$ cat src/rtl/md_unit_pkg.sv
// Shared types and constants for the RV32M iterative multiply/divide unit.
// Holds funct3 op codes, FSM state encoding and operand-signedness helpers.
package md_unit_pkg;

  typedef enum logic [1:0] {
    MD_STATE_IDLE = 2'd0,
    MD_STATE_CALC = 2'd1,
    MD_STATE_FIN  = 2'd2
  } md_state_e;

  localparam logic [2:0] MD_OP_MUL    = 3'd0;
  localparam logic [2:0] MD_OP_MULH   = 3'd1;
  localparam logic [2:0] MD_OP_MULHSU = 3'd2;
  localparam logic [2:0] MD_OP_MULHU  = 3'd3;
  localparam logic [2:0] MD_OP_DIV    = 3'd4;
  localparam logic [2:0] MD_OP_DIVU   = 3'd5;
  localparam logic [2:0] MD_OP_REM    = 3'd6;
  localparam logic [2:0] MD_OP_REMU   = 3'd7;

  localparam logic [6:0] FUNCT7_MULDIV = 7'b0000001;

  // rs1 is treated as signed by MUL, MULH, MULHSU, DIV and REM
  function automatic logic op_a_signed(input logic [2:0] op);
    logic v;
    case (op)
      MD_OP_MUL, MD_OP_MULH, MD_OP_MULHSU, MD_OP_DIV, MD_OP_REM: v = 1'b1;
      default:                                                  v = 1'b0;
    endcase
    return v;
  endfunction

  function automatic logic op_b_signed(input logic [2:0] op);
    logic v;
    case (op)
      MD_OP_MUL, MD_OP_MULH, MD_OP_DIV, MD_OP_REM: v = 1'b1;
      default:                                     v = 1'b0;
    endcase
    return v;
  endfunction

endpackage

$ cat src/rtl/md_step.sv
// One iteration of the shared datapath: a shift-add multiply step or a
// restoring-divide subtract/restore step on the {hi, lo} register pair.
module md_step
  import md_unit_pkg::*;
#(
  parameter int WIDTH = 32
) (
  input  logic             i_div,
  input  logic [WIDTH-1:0] i_hi,
  input  logic [WIDTH-1:0] i_lo,
  input  logic [WIDTH-1:0] i_opd,
  output logic [WIDTH-1:0] o_hi,
  output logic [WIDTH-1:0] o_lo
);

  logic [WIDTH:0] w_sum;
  logic [WIDTH:0] w_shift;
  logic [WIDTH:0] w_diff;

  // Extra top bit keeps the multiply carry and the divide borrow
  assign w_sum   = {1'b0, i_hi} + (i_lo[0] ? {1'b0, i_opd} : {(WIDTH+1){1'b0}});
  assign w_shift = {i_hi, i_lo[WIDTH-1]};
  assign w_diff  = w_shift - {1'b0, i_opd};

  // Select the multiply or divide update for this iteration
  always_comb begin
    o_hi = i_hi;
    o_lo = i_lo;
    if (i_div) begin
      if (!w_diff[WIDTH]) begin
        o_hi = w_diff[WIDTH-1:0];
      end else begin
        o_hi = w_shift[WIDTH-1:0];
      end
      o_lo = {i_lo[WIDTH-2:0], ~w_diff[WIDTH]};
    end else begin
      o_hi = w_sum[WIDTH:1];
      o_lo = {w_sum[0], i_lo[WIDTH-1:1]};
    end
  end

endmodule

$ cat src/rtl/md_unit.sv
// Iterative RV32M multiply/divide unit with start/busy/done handshake.
// Magnitudes are computed over WIDTH iterations and sign-corrected in FIN.
module md_unit
  import md_unit_pkg::*;
#(
  parameter int WIDTH = 32,
  parameter int CNT_W = $clog2(WIDTH)
) (
  input  logic             clk,
  input  logic             rst,
  input  logic             start,
  input  logic [2:0]       op,
  input  logic [WIDTH-1:0] a,
  input  logic [WIDTH-1:0] b,
  input  logic             flush,
  output logic             busy,
  output logic             done,
  output logic [WIDTH-1:0] result
);

  localparam logic [WIDTH-1:0]   ONE_W    = {{(WIDTH-1){1'b0}}, 1'b1};
  localparam logic [2*WIDTH-1:0] ONE_2W   = {{(2*WIDTH-1){1'b0}}, 1'b1};
  localparam logic [WIDTH-1:0]   MIN_W    = {1'b1, {(WIDTH-1){1'b0}}};
  localparam logic [WIDTH-1:0]   ONES_W   = {WIDTH{1'b1}};
  localparam logic [WIDTH-1:0]   ZERO_W   = {WIDTH{1'b0}};
  localparam logic [CNT_W-1:0]   ZERO_CNT = {CNT_W{1'b0}};
  localparam logic [CNT_W-1:0]   ONE_CNT  = {{(CNT_W-1){1'b0}}, 1'b1};
  localparam logic [CNT_W-1:0]   LAST_CNT = CNT_W'(WIDTH - 1);

  md_state_e        r_state;
  md_state_e        w_state_nxt;
  logic [2:0]       r_op;
  logic             r_sign;
  logic [WIDTH-1:0] r_hi;
  logic [WIDTH-1:0] r_lo;
  logic [WIDTH-1:0] r_opd;
  logic [CNT_W-1:0] r_cnt;
  logic             r_busy;
  logic             r_done;
  logic [WIDTH-1:0] r_result;

  logic             w_a_neg;
  logic             w_b_neg;
  logic [WIDTH-1:0] w_a_abs;
  logic [WIDTH-1:0] w_b_abs;
  logic             w_b_zero;
  logic             w_ovf;
  logic             w_fast;
  logic             w_sign;
  logic             w_ld;
  logic             w_step;
  logic             w_fin;
  logic [WIDTH-1:0] w_step_hi;
  logic [WIDTH-1:0] w_step_lo;
  logic [2*WIDTH-1:0] w_prod;
  logic [2*WIDTH-1:0] w_prod_c;
  logic [WIDTH-1:0] w_res;

  // Operand magnitudes, result sign and divide special-case detection
  always_comb begin
    w_a_neg  = op_a_signed(op) & a[WIDTH-1];
    w_b_neg  = op_b_signed(op) & b[WIDTH-1];
    w_a_abs  = w_a_neg ? (~a + ONE_W) : a;
    w_b_abs  = w_b_neg ? (~b + ONE_W) : b;
    w_b_zero = (b == ZERO_W);
    w_ovf    = ((op == MD_OP_DIV) || (op == MD_OP_REM)) && (a == MIN_W) && (b == ONES_W);
    w_fast   = op[2] & (w_b_zero | w_ovf);
    case (op)
      MD_OP_REM:                           w_sign = w_a_neg;
      MD_OP_MULHU, MD_OP_DIVU, MD_OP_REMU: w_sign = 1'b0;
      default:                             w_sign = w_a_neg ^ w_b_neg;
    endcase
  end

  md_step #(
    .WIDTH(WIDTH)
  ) u_step (
    .i_div (r_op[2]),
    .i_hi  (r_hi),
    .i_lo  (r_lo),
    .i_opd (r_opd),
    .o_hi  (w_step_hi),
    .o_lo  (w_step_lo)
  );

  // FSM state register
  always_ff @(posedge clk or posedge rst) begin
    if (rst) begin
      r_state <= MD_STATE_IDLE;
    end else begin
      r_state <= w_state_nxt;
    end
  end

  // FSM next-state logic; flush aborts from any state
  always_comb begin
    w_state_nxt = r_state;
    if (flush) begin
      w_state_nxt = MD_STATE_IDLE;
    end else begin
      case (r_state)
        MD_STATE_IDLE: begin
          if (start) begin
            w_state_nxt = w_fast ? MD_STATE_FIN : MD_STATE_CALC;
          end else begin
            w_state_nxt = MD_STATE_IDLE;
          end
        end
        MD_STATE_CALC: begin
          if (r_cnt == LAST_CNT) begin
            w_state_nxt = MD_STATE_FIN;
          end else begin
            w_state_nxt = MD_STATE_CALC;
          end
        end
        MD_STATE_FIN: w_state_nxt = MD_STATE_IDLE;
        default:      w_state_nxt = MD_STATE_IDLE;
      endcase
    end
  end

  // FSM output decode: load, iterate and finish strobes
  always_comb begin
    w_ld   = 1'b0;
    w_step = 1'b0;
    w_fin  = 1'b0;
    if (flush) begin
      w_ld   = 1'b0;
      w_step = 1'b0;
      w_fin  = 1'b0;
    end else begin
      case (r_state)
        MD_STATE_IDLE: w_ld   = start;
        MD_STATE_CALC: w_step = 1'b1;
        MD_STATE_FIN:  w_fin  = 1'b1;
        default:       w_ld   = 1'b0;
      endcase
    end
  end

  // Sign correction and result selection applied in FIN
  always_comb begin
    w_prod   = {r_hi, r_lo};
    w_prod_c = r_sign ? (~w_prod + ONE_2W) : w_prod;
    case (r_op)
      MD_OP_MUL:                             w_res = w_prod_c[WIDTH-1:0];
      MD_OP_MULH, MD_OP_MULHSU, MD_OP_MULHU: w_res = w_prod_c[2*WIDTH-1:WIDTH];
      MD_OP_DIV, MD_OP_DIVU:                 w_res = r_sign ? (~r_lo + ONE_W) : r_lo;
      MD_OP_REM, MD_OP_REMU:                 w_res = r_sign ? (~r_hi + ONE_W) : r_hi;
      default:                               w_res = ZERO_W;
    endcase
  end

  // Datapath registers: lo holds multiplier/dividend, hi accumulates
  always_ff @(posedge clk or posedge rst) begin
    if (rst) begin
      r_op   <= MD_OP_MUL;
      r_sign <= 1'b0;
      r_hi   <= ZERO_W;
      r_lo   <= ZERO_W;
      r_opd  <= ZERO_W;
      r_cnt  <= ZERO_CNT;
    end else if (w_ld) begin
      r_op  <= op;
      r_cnt <= ZERO_CNT;
      if (w_fast) begin
        // Pre-computed: quotient in lo, remainder in hi, no sign fix
        r_sign <= 1'b0;
        r_opd  <= ZERO_W;
        r_hi   <= w_b_zero ? a : ZERO_W;
        r_lo   <= w_b_zero ? ONES_W : a;
      end else if (op[2]) begin
        r_sign <= w_sign;
        r_opd  <= w_b_abs;
        r_hi   <= ZERO_W;
        r_lo   <= w_a_abs;
      end else begin
        r_sign <= w_sign;
        r_opd  <= w_a_abs;
        r_hi   <= ZERO_W;
        r_lo   <= w_b_abs;
      end
    end else if (w_step) begin
      r_hi  <= w_step_hi;
      r_lo  <= w_step_lo;
      r_cnt <= r_cnt + ONE_CNT;
    end else begin
      r_hi <= r_hi;
      r_lo <= r_lo;
    end
  end

  // Registered handshake outputs and result
  always_ff @(posedge clk or posedge rst) begin
    if (rst) begin
      r_busy   <= 1'b0;
      r_done   <= 1'b0;
      r_result <= ZERO_W;
    end else if (flush) begin
      r_busy <= 1'b0;
      r_done <= 1'b0;
    end else if (w_ld) begin
      r_busy <= 1'b1;
      r_done <= 1'b0;
    end else if (w_fin) begin
      r_busy   <= 1'b0;
      r_done   <= 1'b1;
      r_result <= w_res;
    end else begin
      r_done <= 1'b0;
    end
  end

  assign busy   = r_busy;
  assign done   = r_done;
  assign result = r_result;

endmodule

$ cat config.mk
export PLATFORM = sky130hd
export DESIGN_NAME = md_unit
export DESIGN_NICKNAME = d
export VERILOG_FILES = /design/src/rtl/md_unit_pkg.sv /design/src/rtl/md_step.sv /design/src/rtl/md_unit.sv
export SDC_FILE = /design/constraint.sdc
export NUM_CORES = 1
export LEC_CHECK = 0
export ABC_AREA = 1
export ABC_CLOCK_PERIOD_IN_PS = 4100
export BUFFER_PORTS_ARGS = -buffer_cell sky130_fd_sc_hd__buf_2
export CAP_MARGIN = 30
export CORE_MARGIN = 3
export CORE_UTILIZATION = 40
export CTS_CLUSTER_SIZE = 28
export DETAILED_ROUTE_END_ITERATION = 7
export GPL_TIMING_DRIVEN = 0
export PLACE_DENSITY = 0.69
export SLEW_MARGIN = 20
export SYNTH_ARGS = -nofsm -noshare
export SYNTH_HDL_FRONTEND = slang
export SYNTH_SLANG_ARGS = --single-unit
export TNS_END_PERCENT = 20
$ cat constraint.sdc
create_clock -name clk -period 4.1 [get_ports clk]
set_clock_uncertainty 0.2 [all_clocks]
set_input_delay 0.205 -clock clk [delete_from_list [all_inputs] [get_ports clk]]
set_output_delay 0.205 -clock clk [all_outputs]
set_load 0.01 [all_outputs]
## Word-level counts from Yosys, hierarchy flattened

Cells that the tools add are included.

| cells by class | value |
|---|---|
| shift-type cells | 0 |
| equal/unequal tests | 19 |
| add/subtract/negate cells | 8 |
| multiplexer cells | 44 |
| bitwise logic cells | 13 |
| reductions and logical operators | 16 |
| magnitude comparators | 0 |
| div/mod/pow operators | 0 |
| multiply operators | 0 |

Operators with widths:

| kind | count |
|---|---|
| $mux W32 | 19 |
| $add A32 B1 Y32 const B | 4 |
| $not A32 Y32 | 4 |
| $pmux W32 S4 | 1 |
| $add A64 B1 Y64 const B | 1 |
| $eq A32 B32 Y1 const B | 2 |
| $mux W64 | 1 |
| $not A64 Y64 | 1 |
| $add A32 B33 Y33 | 1 |
| $sub A33 B32 Y33 | 1 |
| $logic_not A32 Y1 | 1 |
| $eq A3 B3 Y1 const B | 8 |
| $mux W1 | 15 |
| $eq A3 B2 Y1 const B | 4 |
| $mux W5 | 2 |
| $mux W2 | 4 |
| $eq A3 B1 Y1 const B | 2 |
| $logic_not A3 Y1 | 2 |
| $reduce_or A3 Y1 | 2 |
| $add A5 B1 Y5 const B | 1 |
| $eq A5 B5 Y1 const B | 1 |
| $reduce_or A5 Y1 | 1 |
| $pmux W2 S2 | 1 |
| $reduce_or A2 Y1 | 2 |
| other kinds (14) | 19 |

| word-level totals | value |
|---|---|
| memories kept | 0 |
| ROM bits | 0 |
| bits in latches | 0 |
| logic and storage cells | 110 |
| bits in writable memories | 0 |
| flip-flop bits (word level) | 141 |

## Depth between registers and ports, before layout

Gate-level depths: netlist of the first run.

| logic depth | value |
|---|---|
| depth after elaboration | 10 |
| gate-level depth with buffers | 20 |
| gate-level depth less buffers | 19 |

## Cells and area by module

A second synthesis of the first run with hierarchy kept.

| second synthesis, totals | value |
|---|---|
| cells, all modules | 3522 |
| area, all modules | 19232.2 sq um |

By module, submodules not included:

| module | instances | seq. area each (sq um) | cells an instance | area each (sq um) |
|---|---|---|---|---|
| md_unit | 1 | 3528.4 | 2214 | 12894.9 |
| md_step | 1 | 0.0 | 1308 | 6337.3 |

## Worst setup path after synthesis of the first run

OpenSTA, ideal clock, no wires.

| timing | value |
|---|---|
| kind | reg-to-reg |
| start point | register r_lo[0] |
| end point | register r_hi[17] |
| slack | 1.330 ns |
| cell stages (with the launch flop) | 18 |
| period minus slack after synthesis | 2.770 ns |
| arrival | 2.448 ns |
| buffers on the path | 2 |
| setup time | 0.122 ns |
| cells stage by stage | dfrtp_1 -> buf_2 -> buf_1 -> nand2_1 -> inv_1 -> ha_1 -> fa_1 -> nand2_1 -> nand3_1 -> nand3_1 -> nand2_1 -> a21oi_1 -> o21ai_0 -> or2_2 -> nand2_1 -> nand2_1 -> nand2_1 -> a21oi_1 |

| between the ends | value |
|---|---|
| longest elaborated chain between the ends | 5 |

Ends and longest elaborated chain:

| what | line | RTL |
|---|---|---|
| start, declared | md_unit.sv:35 | `logic [WIDTH-1:0] r_lo;` |
| start signal, assigned | md_unit.sv:171 | `r_lo <= w_b_zero ? ONES_W : a;` |
| start signal, assigned | md_unit.sv:176 | `r_lo <= w_a_abs;` |
| start signal, assigned | md_unit.sv:181 | `r_lo <= w_b_abs;` |
| $mux W32 | md_step.sv:21 | `assign w_sum = {1'b0, i_hi} + (i_lo[0] ? {1'b0, i_opd} : {(WIDTH+1){1'b0}});` |
| $add A32 B33 Y33 | md_step.sv:21 |  |
| $mux W32 | md_step.sv:29 | `if (i_div) begin` |
| $mux W32 | md_unit.sv:183 | `end else if (w_step) begin` |
| $mux W32 | md_unit.sv:163 | `end else if (w_ld) begin` |
| end signal, assigned | md_unit.sv:170 | `r_hi <= w_b_zero ? a : ZERO_W;` |
| end signal, assigned | md_unit.sv:184 | `r_hi <= w_step_hi;` |
| end signal, assigned | md_unit.sv:188 | `r_hi <= r_hi;` |
| end, declared | md_unit.sv:34 | `logic [WIDTH-1:0] r_hi;` |

No other way between the ends. The select of a mux whose other input is x is not followed.
A chain may end at the register's enable or synchronous reset.

## Worst setup path after layout of the first run

| timing | value |
|---|---|
| start point | register r_hi[0] |
| end point | register r_hi[28] |

| between the ends | value |
|---|---|
| longest elaborated chain between the ends | 5 |
| elaborated cells on any way between the ends | 6 |
| classes of those cells | 2 x add/sub; 4 x mux |

Ends and longest elaborated chain:

| what | line | RTL |
|---|---|---|
| $sub A33 B32 Y33 | md_step.sv:23 | `assign w_diff = w_shift - {1'b0, i_opd};` |
| $mux W32 | md_step.sv:30 | `if (!w_diff[WIDTH]) begin` |
| $mux W32 * | md_step.sv:29 |  |
| $mux W32 * | md_unit.sv:183 |  |
| $mux W32 * | md_unit.sv:163 |  |

Every way passes the cells marked *; elsewhere a longest branch is shown, timed or not. The select of a mux whose other input is x is not followed.

==> results of run 1 <==
state kept, by name, indices dropped and copies added (netlist names):
signal,cells
busy,1
done,1
r_cnt,5
r_hi,32
r_lo,32
r_op,3
r_opd,32
r_sign,1
r_state,2
result,32
power by group through the flow:
stage          logic (W)  registers [W]  clock network, W
6_report         0.00900        0.00250           0.00174
5_1_grt          0.00981        0.00250           0.00180
4_1_cts          0.00868        0.00245           0.00174
3_5_place_dp     0.00861        0.00248                 0
3_3_place_gp     0.00862        0.00247                 0
2_1_floorplan    0.00596        0.00211                 0
stage by stage:
| stage | total power (W) | instances | setup slack (ns) | hold slack [ns] | util, % |
|---|---|---|---|---|---|
| final | 0.01325 | 3822 | 0.1658 | 0.02454 | 45.55 |
| after global routing | 0.01412 | 3821 | 0.1953 | 0.02422 | 45.54 |
| after CTS | 0.01287 | 3821 | 0.3104 | 0.001102 | 45.54 |
| after detailed placement | 0.01109 | 3780 | 0.3125 | 0.1487 | 43.83 |
| after global placement | 0.01109 | 3776 | 0.3448 | 0.2581 | 43.64 |
| after floorplan | 0.008067 | 3088 | 1.330 | 0.1216 | - |
cell type report:
cell class / instances / share of cell area (%)
Buffer: 95 / 2.127
Clock inverter: 10 / 0.9714
Clock buffer: 20 / 2.216
Multi-Input combinational cell: 2418 / 61.19
Sequential cell: 141 / 17.90
Antenna cell: 1 / 0.01270
Timing Repair Buffer: 118 / 3.581
Inverter: 434 / 8.286
Tap cell: 585 / 3.714
logic make-up after synthesis:
kind of cell	Yosys count	share of synthesized area, %
compound gates	490	16.18
xor+xnor	88	4.372
fa+ha+maj	73	5.266
buf+inv	529	11.62
flops	141	20.01
simple gates	1767	42.55
layer usage:
layer / GRT usage (%) / wire [µm]
met3: 8.124 / 9364
met2: 53.88 / 35660
met1: 46.67 / 33920
met5: 0 / 42
met4: 23.66 / 7010
cell usage after synthesis (6+ instances only):
cell and n:
a21boi_0 10, dfrtp_1 141, nand2_2 10, inv_1 420
nor4_1 7, or2_2 6, o21ai_0 178, a21oi_1 168
ha_1 71, o21a_1 9, nor2_1 306, inv_2 13
a21boi_1 19, o31ai_1 8, buf_1 12, nand2_1 975
o21bai_1 7, clkbuf_1 62, nand4_1 53, nand3b_1 16
nor2_2 7, xnor2_1 8, a221oi_1 30, nor3_1 53
o221ai_1 6, o211ai_1 23, a22oi_1 8, xor2_1 80
buf_2 14, nand3_1 309
critical path, cell delays in order (launching register included):
cell      delay (ns)
dfrtp_1         0.69
inv_1           0.33
fa_1            0.59
inv_1           0.12
nand2_1         0.05
nand2_1         0.07
nand3_1         0.07
nand2_1         0.16
nand2_1         0.07
nand2_1         0.16
nand2_2         0.14
nand2_2         0.11
nand2_2         0.12
nand2_4         0.15
buf_6           0.18
nand3_1         0.21
nand3_1         0.16
nand3b_1        0.10
nand2_1         0.07
inv_1           0.04
placed cells by master, fill, tap and decap left out, types with 11 or more instances in the layout:
cell type,n
nand2_1,975
inv_1,419
nand3_1,309
nor2_1,306
o21ai_0,178
a21oi_1,168
dfrtp_1,141
buf_2,117
xor2_1,80
ha_1,71
clkbuf_1,65
nand4_1,53
nor3_1,52
a221oi_1,30
o211ai_1,23
a21boi_1,19
clkbuf_16,17
nand3b_1,16
inv_2,13
buf_1,12
dlygate4sd3_1,11
worst paths after layout:
path | depth (start not counted) | endpoint
worst max register to register | 19 | r_hi[28]
worst min register to register | 1 | r_cnt[3]
max in group asynchronous | 5 | r_opd[12]
min in group asynchronous | 3 | busy
worst max-delay path | 19 | r_hi[28]
worst min-delay path | 3 | r_opd[4]
repair_timing:
item,4_1_cts,5_1_grt
hold endpoints to repair,39,0
hold buffers,11,0
setup buffers,0,0
setup endpoints to repair,0,0
==> impl_metrics.py, run 1 <==
metrics = {
    "cts": {
        "cts.path.max_buffers": 2,
        "cts_buffers": 17,
        "clk_pin_slew_ns": 0.06,
        "cts_tree": "yes",
        "cts_resized": 0,
        "cts-root-buf": "clkbuf_16",
        "clock_latency_ns": 0.46,
        "numClockSinks": 141,
        "cts_max_level": 4,
    },
    "power": {
        "power_density_nw_per_um2": 672.1,
        "internal_power_w": 0.005498,
        "seq_power_share_pct": 18.9,
        "p_leak_nw": 10.13,
        "peakVddDrop_mv": 0.4723,
        "power.share.combinational_pct": 67.9,
        "power.share.clock_pct": 13.2,
        "p_sw_share_pct": 58.49,
        "switchingPower_w": 0.007747,
    },
    "global_route": {
        "grt_max_degree": 34,
        "grt_pass1_wl_mm": 126.6,
        "grt_antenna_before_repair": 5,
        "grt_usage_pct": 36.04,
        "gr-total-overflow": 0,
        "grt_pass1_vias": 20350,
    },
    "drt": {
        "drt_wl_total_mm": 86.00,
        "drtIter0Drc": 3252,
        "wl_per_cell_um": 22.50,
        "ant_nets": 0,
        "vias_per_cell": 5.765,
        "first_pass_iters": 7,
        "drc": 0,
        "vias": 22030,
    },
    "sta": {
        "drv_slew": 0,
        "worstMarginPinSlew_ns": 1.003,
        "fmax_mhz": 254.2,
        "finalHoldViolations": 0,
        "rsz0062_at_grt": "no",
        "max_slew_margin_pct": 33.13,
        "min_period_ns": 3.934,
        "fin_setup_tns_ns": 0,
        "finalSetupViolCount": 0,
        "finalCritPeriodShare_pct": 95.96,
    },
    "outcome": {
        "status": "completed",
    },
    "synth": {
        "async_reset_ff_share_pct": 100.0,
        "yosysTopAreaCell": "nand2_1",
        "synth-edff-count": 0,
        "synth_ff_type": "dfrtp_1",
        "ys_seq_elements": 141,
        "yosysSeqAreaShare_pct": 20.01,
        "ys_types": 55,
        "syn_nets": 3232,
        "postSynthAreaPerCell_um2": 5.709,
        "synth_top_area_share_pct": 20.76,
        "syn_area_um2": 17630,
        "syn_inst": 3088,
        "synth_area_leaders": "nand2_1, dfrtp_1, inv_1, nand3_1, nor2_1",
        "ys_warn_count": 0,
    },
    "placement": {
        "hpwlAfterDp_mm": 71.06,
        "place.gp.congestion": 1.088,
        "portBuffers": 103,
        "placed_area_um2": 18970,
    },
    "layout": {
        "fill_cells": 4843,
        "multi_input_area_um2": 12060,
        "stdcell_area_um2": 19710,
        "drive_above_1_share_pct": 6.582,
        "area_growth_pct": 11.78,
        "final_net_count": 3369,
        "regArea_um2": 3528,
    },
    "die": {
        "start_util_pct": 40.75,
        "core_area_um2": 43270,
        "rows": 76,
        "die_x_um": 215.9,
        "die-area_um2": 46630,
        "pin_count": 105,
        "die_height_um": 215.9,
    },
    "worst_setup_path": {
        "reg2reg_from": "r_hi[0]",
        "arrival_ns": 4.09,
        "ff2ff_setup_slack_ns": 0.17,
        "required_ns": 4.25,
        "critPathKind": "reg2reg",
        "worstSetupEndpointType": "register",
        "startpoint_type": "register",
        "crit_path_start": "r_hi[0]",
        "path_max_fanout": 10,
    },
    "worst_hold_path": {
        "min-delay-start": "b[4]",
        "hold_path_class": "in2reg",
    },
    "run": {
        "max_cap_violations": 0,
    },
}
No activity file was read; power rests on OpenSTA's default activity.
==> run 2: changes to the inputs <==
Settings changed: REMOVE_ABC_BUFFERS set to 1.
==> run 2 against run 1 <==
  * Via count decreased by 4.7%
  * Sequential power increased by 5%
  * Design area decreased by 0.19%
  * Critical path depth decreased by 8
  * Sequential share of layout area increased by 0.060 points
  * Die area unchanged
  * Maximum frequency decreased by 0.43%
  * Combinational power decreased by 8.1%
  * First-iteration DRC count decreased by 26%
  * Largest power group unchanged
  * Highest routed layer is now met4
==> impl_metrics.py, run 2 (synthesized netlist as in run 1, its figures left out) <==
metrics = {
    "sta": {
        "min_period_ns": 3.951,
        "worstMarginPinSlew_ns": 0.8926,
        "finalHoldViolations": 0,
        "rsz0062_at_grt": "no",
        "max_slew_margin_pct": 39.87,
        "fin_setup_tns_ns": 0,
        "drv_slew": 0,
        "finalCritPeriodShare_pct": 96.37,
        "finalSetupViolCount": 0,
        "fmax_mhz": 253.1,
    },
    "worst_setup_path": {
        "cp_cell_sequence": "buf_8, inv_2, o21ai_2, inv_4, nor2_4, nor2_1, inv_2, o21ai_0, a21oi_1, or2_1, o21a_1",
        "cp_num_buf_inv": 4,
        "cp_common_cell": "inv_2",
        "cpPeakStageDelay_ns": 0.63,
        "worstSetupEndpointType": "register",
        "slowest_stage": "dfrtp_1",
        "required_ns": 4.25,
        "arrival_ns": 4.10,
        "crit_cells": 11,
        "path_max_fanout": 27,
        "startpoint_type": "register",
        "critPathTopFamily": "buffers and inverters",
        "reg2reg_depth": 11,
        "critPathKind": "reg2reg",
    },
    "die": {
        "start_util_pct": 40.75,
        "rows": 76,
        "die_height_um": 215.9,
        "core_area_um2": 43270,
        "die_x_um": 215.9,
        "pin_count": 105,
        "die-area_um2": 46630,
    },
    "placement": {
        "hpwlAfterDp_mm": 59.31,
        "place.gp.congestion": 1.049,
        "portBuffers": 104,
        "placed_area_um2": 18800,
    },
    "cts": {
        "cts_tree": "yes",
        "cts-root-buf": "clkbuf_16",
        "cts_buffers": 17,
        "clock_latency_ns": 0.47,
        "cts_max_level": 4,
        "clk_pin_slew_ns": 0.07,
        "numClockSinks": 141,
        "post_cts_buffers": 0,
        "cts.path.max_buffers": 2,
    },
    "power": {
        "p_leak_nw": 10.12,
        "finalPower_w": 0.01246,
        "power_density_nw_per_um2": 633.3,
        "peakVddDrop_mv": 0.4016,
    },
    "drt": {
        "ant_nets": 0,
        "vias": 20990,
        "drtIter0Drc": 2421,
        "first_pass_iters": 6,
        "drt_wl_total_mm": 73.30,
        "drc": 0,
        "vias_per_cell": 5.586,
        "wl_per_cell_um": 19.51,
    },
    "layout": {
        "drive_above_1_share_pct": 6.870,
        "mostFrequentLayoutCells": "nand2_1, inv_1, nand3_1",
        "layout_commonest_cell": "nand2_1",
        "num_antenna_cells": 0,
        "final_net_count": 3304,
        "area_growth_pct": 11.57,
        "stdcell_area_um2": 19670,
    },
    "global_route": {
        "grt_usage_pct": 30.97,
        "grt_pass1_wl_mm": 112.2,
        "gr-total-overflow": 0,
        "grt_max_degree": 81,
        "grt_pass1_vias": 19170,
        "grt_antenna_before_repair": 0,
    },
    "worst_hold_path": {
        "hold_path_depth": 5,
        "hold_path_class": "in2reg",
    },
    "run": {
        "max_cap_violations": 0,
    },
    "outcome": {
        "status": "completed",
    },
}
## run 2: cell types whose count changed in the layout (fill, tap and decap cells not counted), moves of 5 or more
| cell | change |
|---|---|
| bufinv_16 | -5 |
| inv_8 | +6 |
| dlygate4sd3_1 | +14 |
| buf_16 | +5 |
| buf_1 | -12 |
| clkbuf_1 | -65 |
| buf_2 | -13 |
## run 2: tightest hold or removal path, cell delays in order
cell and delay [ns]:
buf_2 0.12, nand2_1 0.06, nand2_1 0.07, nor2_1 0.09, o31ai_1 0.07
## run 2: layout make-up
class                   count  area (µm²)
clock buffers              19       452.9
multi-input cells        2419       12090
clock inverters            13       122.6
fillers                  4742       23600
flip-flops and latches    141        3533
inverters                 434        1639
repair buffers            147        1097
well taps                 585       732.0
## run 2: per-layer routing
layer,global-route usage [%],routed length [µm]
met5,0,0
met4,15.67,4155
met3,5.013,6696
met2,47.39,31200
met1,42.28,31250
## run 2: final timing paths
kind,slack (ns),start,to
setup / recovery,0.15,r_op[2],result[8]
hold / removal,0.009,b[25],r_opd[25]
setup reg to reg,0.15,r_op[2],result[8]
hold reg to reg,0.27,r_cnt[3],r_cnt[3]
max in group asynchronous,2.80,rst,r_opd[14]
min in group asynchronous,0.12,rst,result[26]
## run 2: timing repair
| item | CTS | global route |
|---|---|---|
| resized for setup | 0 | 2 |
| endpoints found under the hold margin | 86 | 0 |
| setup endpoints to repair | 0 | 3 |
| hold buffers | 25 | 0 |
## run 2: report_power, final
group / switching, W / total [W] / internal, W
logic: 0.00566 / 0.00827 / 0.00261
registers: 0.000887 / 0.00263 / 0.00174
clock network: 0.000724 / 0.00156 / 0.000832
## run 2: per-stage QoR
step	cells	utilization, %	hold slack, ns	setup WS, ns
global route	3758	45.46	0.04251	0.01403
finish	3758	45.46	0.008983	0.1489
global placement	3682	42.67	0.2568	-2.496
CTS	3755	45.36	0.001840	0.04167
detailed placement	3698	43.45	0.07284	0.008461
floorplan	2993	-	0.06814	-0.1787
==> run 3: changes to the inputs <==
Settings changed: ABC_CLOCK_PERIOD_IN_PS 4100 to unset, CTS_BUF_LIST set to sky130_fd_sc_hd__clkbuf_8.
==> run 3 against run 2 <==
  * Flip-flop and latch count unchanged
  * Largest cell class unchanged
  * Design area up 0.25%
  * Via count up 0.65%
  * Die area unchanged
  * Highest routed layer unchanged
  * Sequential share of layout area about the same
  * Total power down 3.1%
  * Sequential power about the same
  * Setup slack worse by 0.025 ns
  * Non-clock buffer count up 24
  * Clock power down 26%
==> impl_metrics.py, run 3 (synthesized netlist as in run 1, its figures left out) <==
metrics = {
    "die": {
        "pin_count": 105,
        "die_height_um": 215.9,
        "die_x_um": 215.9,
        "die-area_um2": 46630,
        "rows": 76,
        "core_area_um2": 43270,
        "start_util_pct": 40.75,
    },
    "layout": {
        "layout_commonest_cell": "nand2_1",
        "mostFrequentLayoutCells": "nand2_1, inv_1, nand3_1",
        "num_antenna_cells": 0,
        "fill_cells": 4732,
        "final_util_pct": 45.57,
        "drive_above_1_share_pct": 6.819,
        "area_growth_pct": 11.85,
        "final_net_count": 3328,
    },
    "drt": {
        "first_pass_iters": 7,
        "drt_wl_total_mm": 73.62,
        "vias": 21130,
        "ant_nets": 0,
        "drc": 0,
        "drtIter0Drc": 2357,
        "wl_per_cell_um": 19.47,
        "vias_per_cell": 5.586,
    },
    "power": {
        "power_density_nw_per_um2": 612.0,
        "p_leak_nw": 10.14,
        "peakVddDrop_mv": 0.3349,
    },
    "cts": {
        "cts_max_level": 4,
        "clock_latency_ns": 0.52,
        "clk_pin_slew_ns": 0.10,
        "cts_buffers": 17,
        "cts.path.max_buffers": 2,
        "cts-root-buf": "clkbuf_8",
        "numClockSinks": 141,
        "cts_tree": "yes",
    },
    "placement": {
        "portBuffers": 104,
        "place.gp.congestion": 1.049,
        "hpwlAfterDp_mm": 59.31,
    },
    "worst_setup_path": {
        "required_ns": 4.31,
        "slowest_stage": "dfrtp_1",
        "ff2ff_setup_slack_ns": 0.12,
        "cp_common_cell": "inv_2",
        "arrival_ns": 4.18,
        "critPathTopFamily": "buffers and inverters",
        "cpPeakStageDelay_ns": 0.63,
        "cp_cell_sequence": "buf_8, inv_2, o21ai_2, inv_4, nor2_4, nor2_1, inv_2, o21ai_0, a21oi_1, or2_1, o21a_1",
        "cp_num_buf_inv": 4,
        "startpoint_type": "register",
        "path_max_fanout": 27,
        "critPathKind": "reg2reg",
        "worstSetupEndpointType": "register",
    },
    "global_route": {
        "grt_pass1_vias": 19250,
        "grt_usage_pct": 30.96,
        "grt_max_degree": 81,
        "gr-total-overflow": 0,
        "grt_pass1_wl_mm": 112.3,
        "grt_antenna_before_repair": 0,
    },
    "outcome": {
        "status": "completed",
    },
    "sta": {
        "finalHoldViolations": 0,
        "fmax_mhz": 251.5,
        "max_slew_margin_pct": 39.00,
        "rsz0062_at_grt": "no",
        "min_period_ns": 3.976,
        "worstMarginPinSlew_ns": 0.9054,
        "finalSetupViolCount": 0,
        "hold_ws_ns": 0.02112,
        "drv_slew": 0,
        "finalCritPeriodShare_pct": 96.98,
    },
    "run": {
        "max_cap_violations": 0,
    },
    "worst_hold_path": {
        "hold_path_class": "in2reg",
    },
}
-- run 3: path summary, 6_finish.rpt --
path / startpoint / end / cells after the start
worst min-delay path: op[2] / r_hi[0] / 5
max in group asynchronous: rst / r_opd[14] / 4
worst min register to register: r_cnt[3] / r_cnt[3] / 1
worst max register to register: r_op[2] / result[8] / 11
worst max-delay path: r_op[2] / result[8] / 11
min in group asynchronous: rst / result[25] / 3
-- run 3: tightest hold or removal path: stages --
cell and delay (ns):
buf_2 0.19, nand3_1 0.13, a21oi_1 0.07, nand2_1 0.06
nand2_1 0.04
-- run 3: final cells by class --
type / instances / area [µm²] / area share (%)
repair buffers: 171 / 1338 / 6.783
clock inverters: 13 / 122.6 / 0.6219
flip-flops and latches: 141 / 3533 / 17.92
inverters: 434 / 1639 / 8.313
clock buffers: 19 / 261.5 / 1.326
multi-input cells: 2419 / 12090 / 61.32
well taps: 585 / 732.0 / 3.712
-- run 3: where the power goes --
part           internal (W)  switching [W]  leakage [nW]
sequential          0.00174       0.000887          1.72
combinational       0.00264        0.00566          8.23
clock              0.000476       0.000673         0.189
total               0.00485        0.00722          10.1
-- run 3: layer usage --
layer	vias up	global-route usage, %	routed length [µm]
li1	10240	-	-
met1	9652	42.06	31110
met2	1074	47.64	31380
met3	159	5.069	6949
met4	0	15.63	4169
met5	-	0	0
-- run 3: stage by stage --
step                setup WS (ns)  std cells  power [W]  setup TNS (ns)  area (µm²)
floorplan                 -0.1787       2993   0.007899          -13.68       17210
global placement           -2.496       3682    0.01046         -426.34       18460
detailed placement       0.008461       3698    0.01056               0       18800
CTS                       0.04328       3779    0.01179               0       19670
global route              0.01315       3782    0.01309               0       19720
finish                     0.1240       3782    0.01207               0       19720
-- run 3: repair_timing --
action | 4_1_cts | 5_1_grt
endpoints found under the hold margin | 164 | 0
buffers inserted | 0 | 0
hold buffers | 49 | 0
endpoints found under the setup margin | 0 | 4
resized for setup | 0 | 2
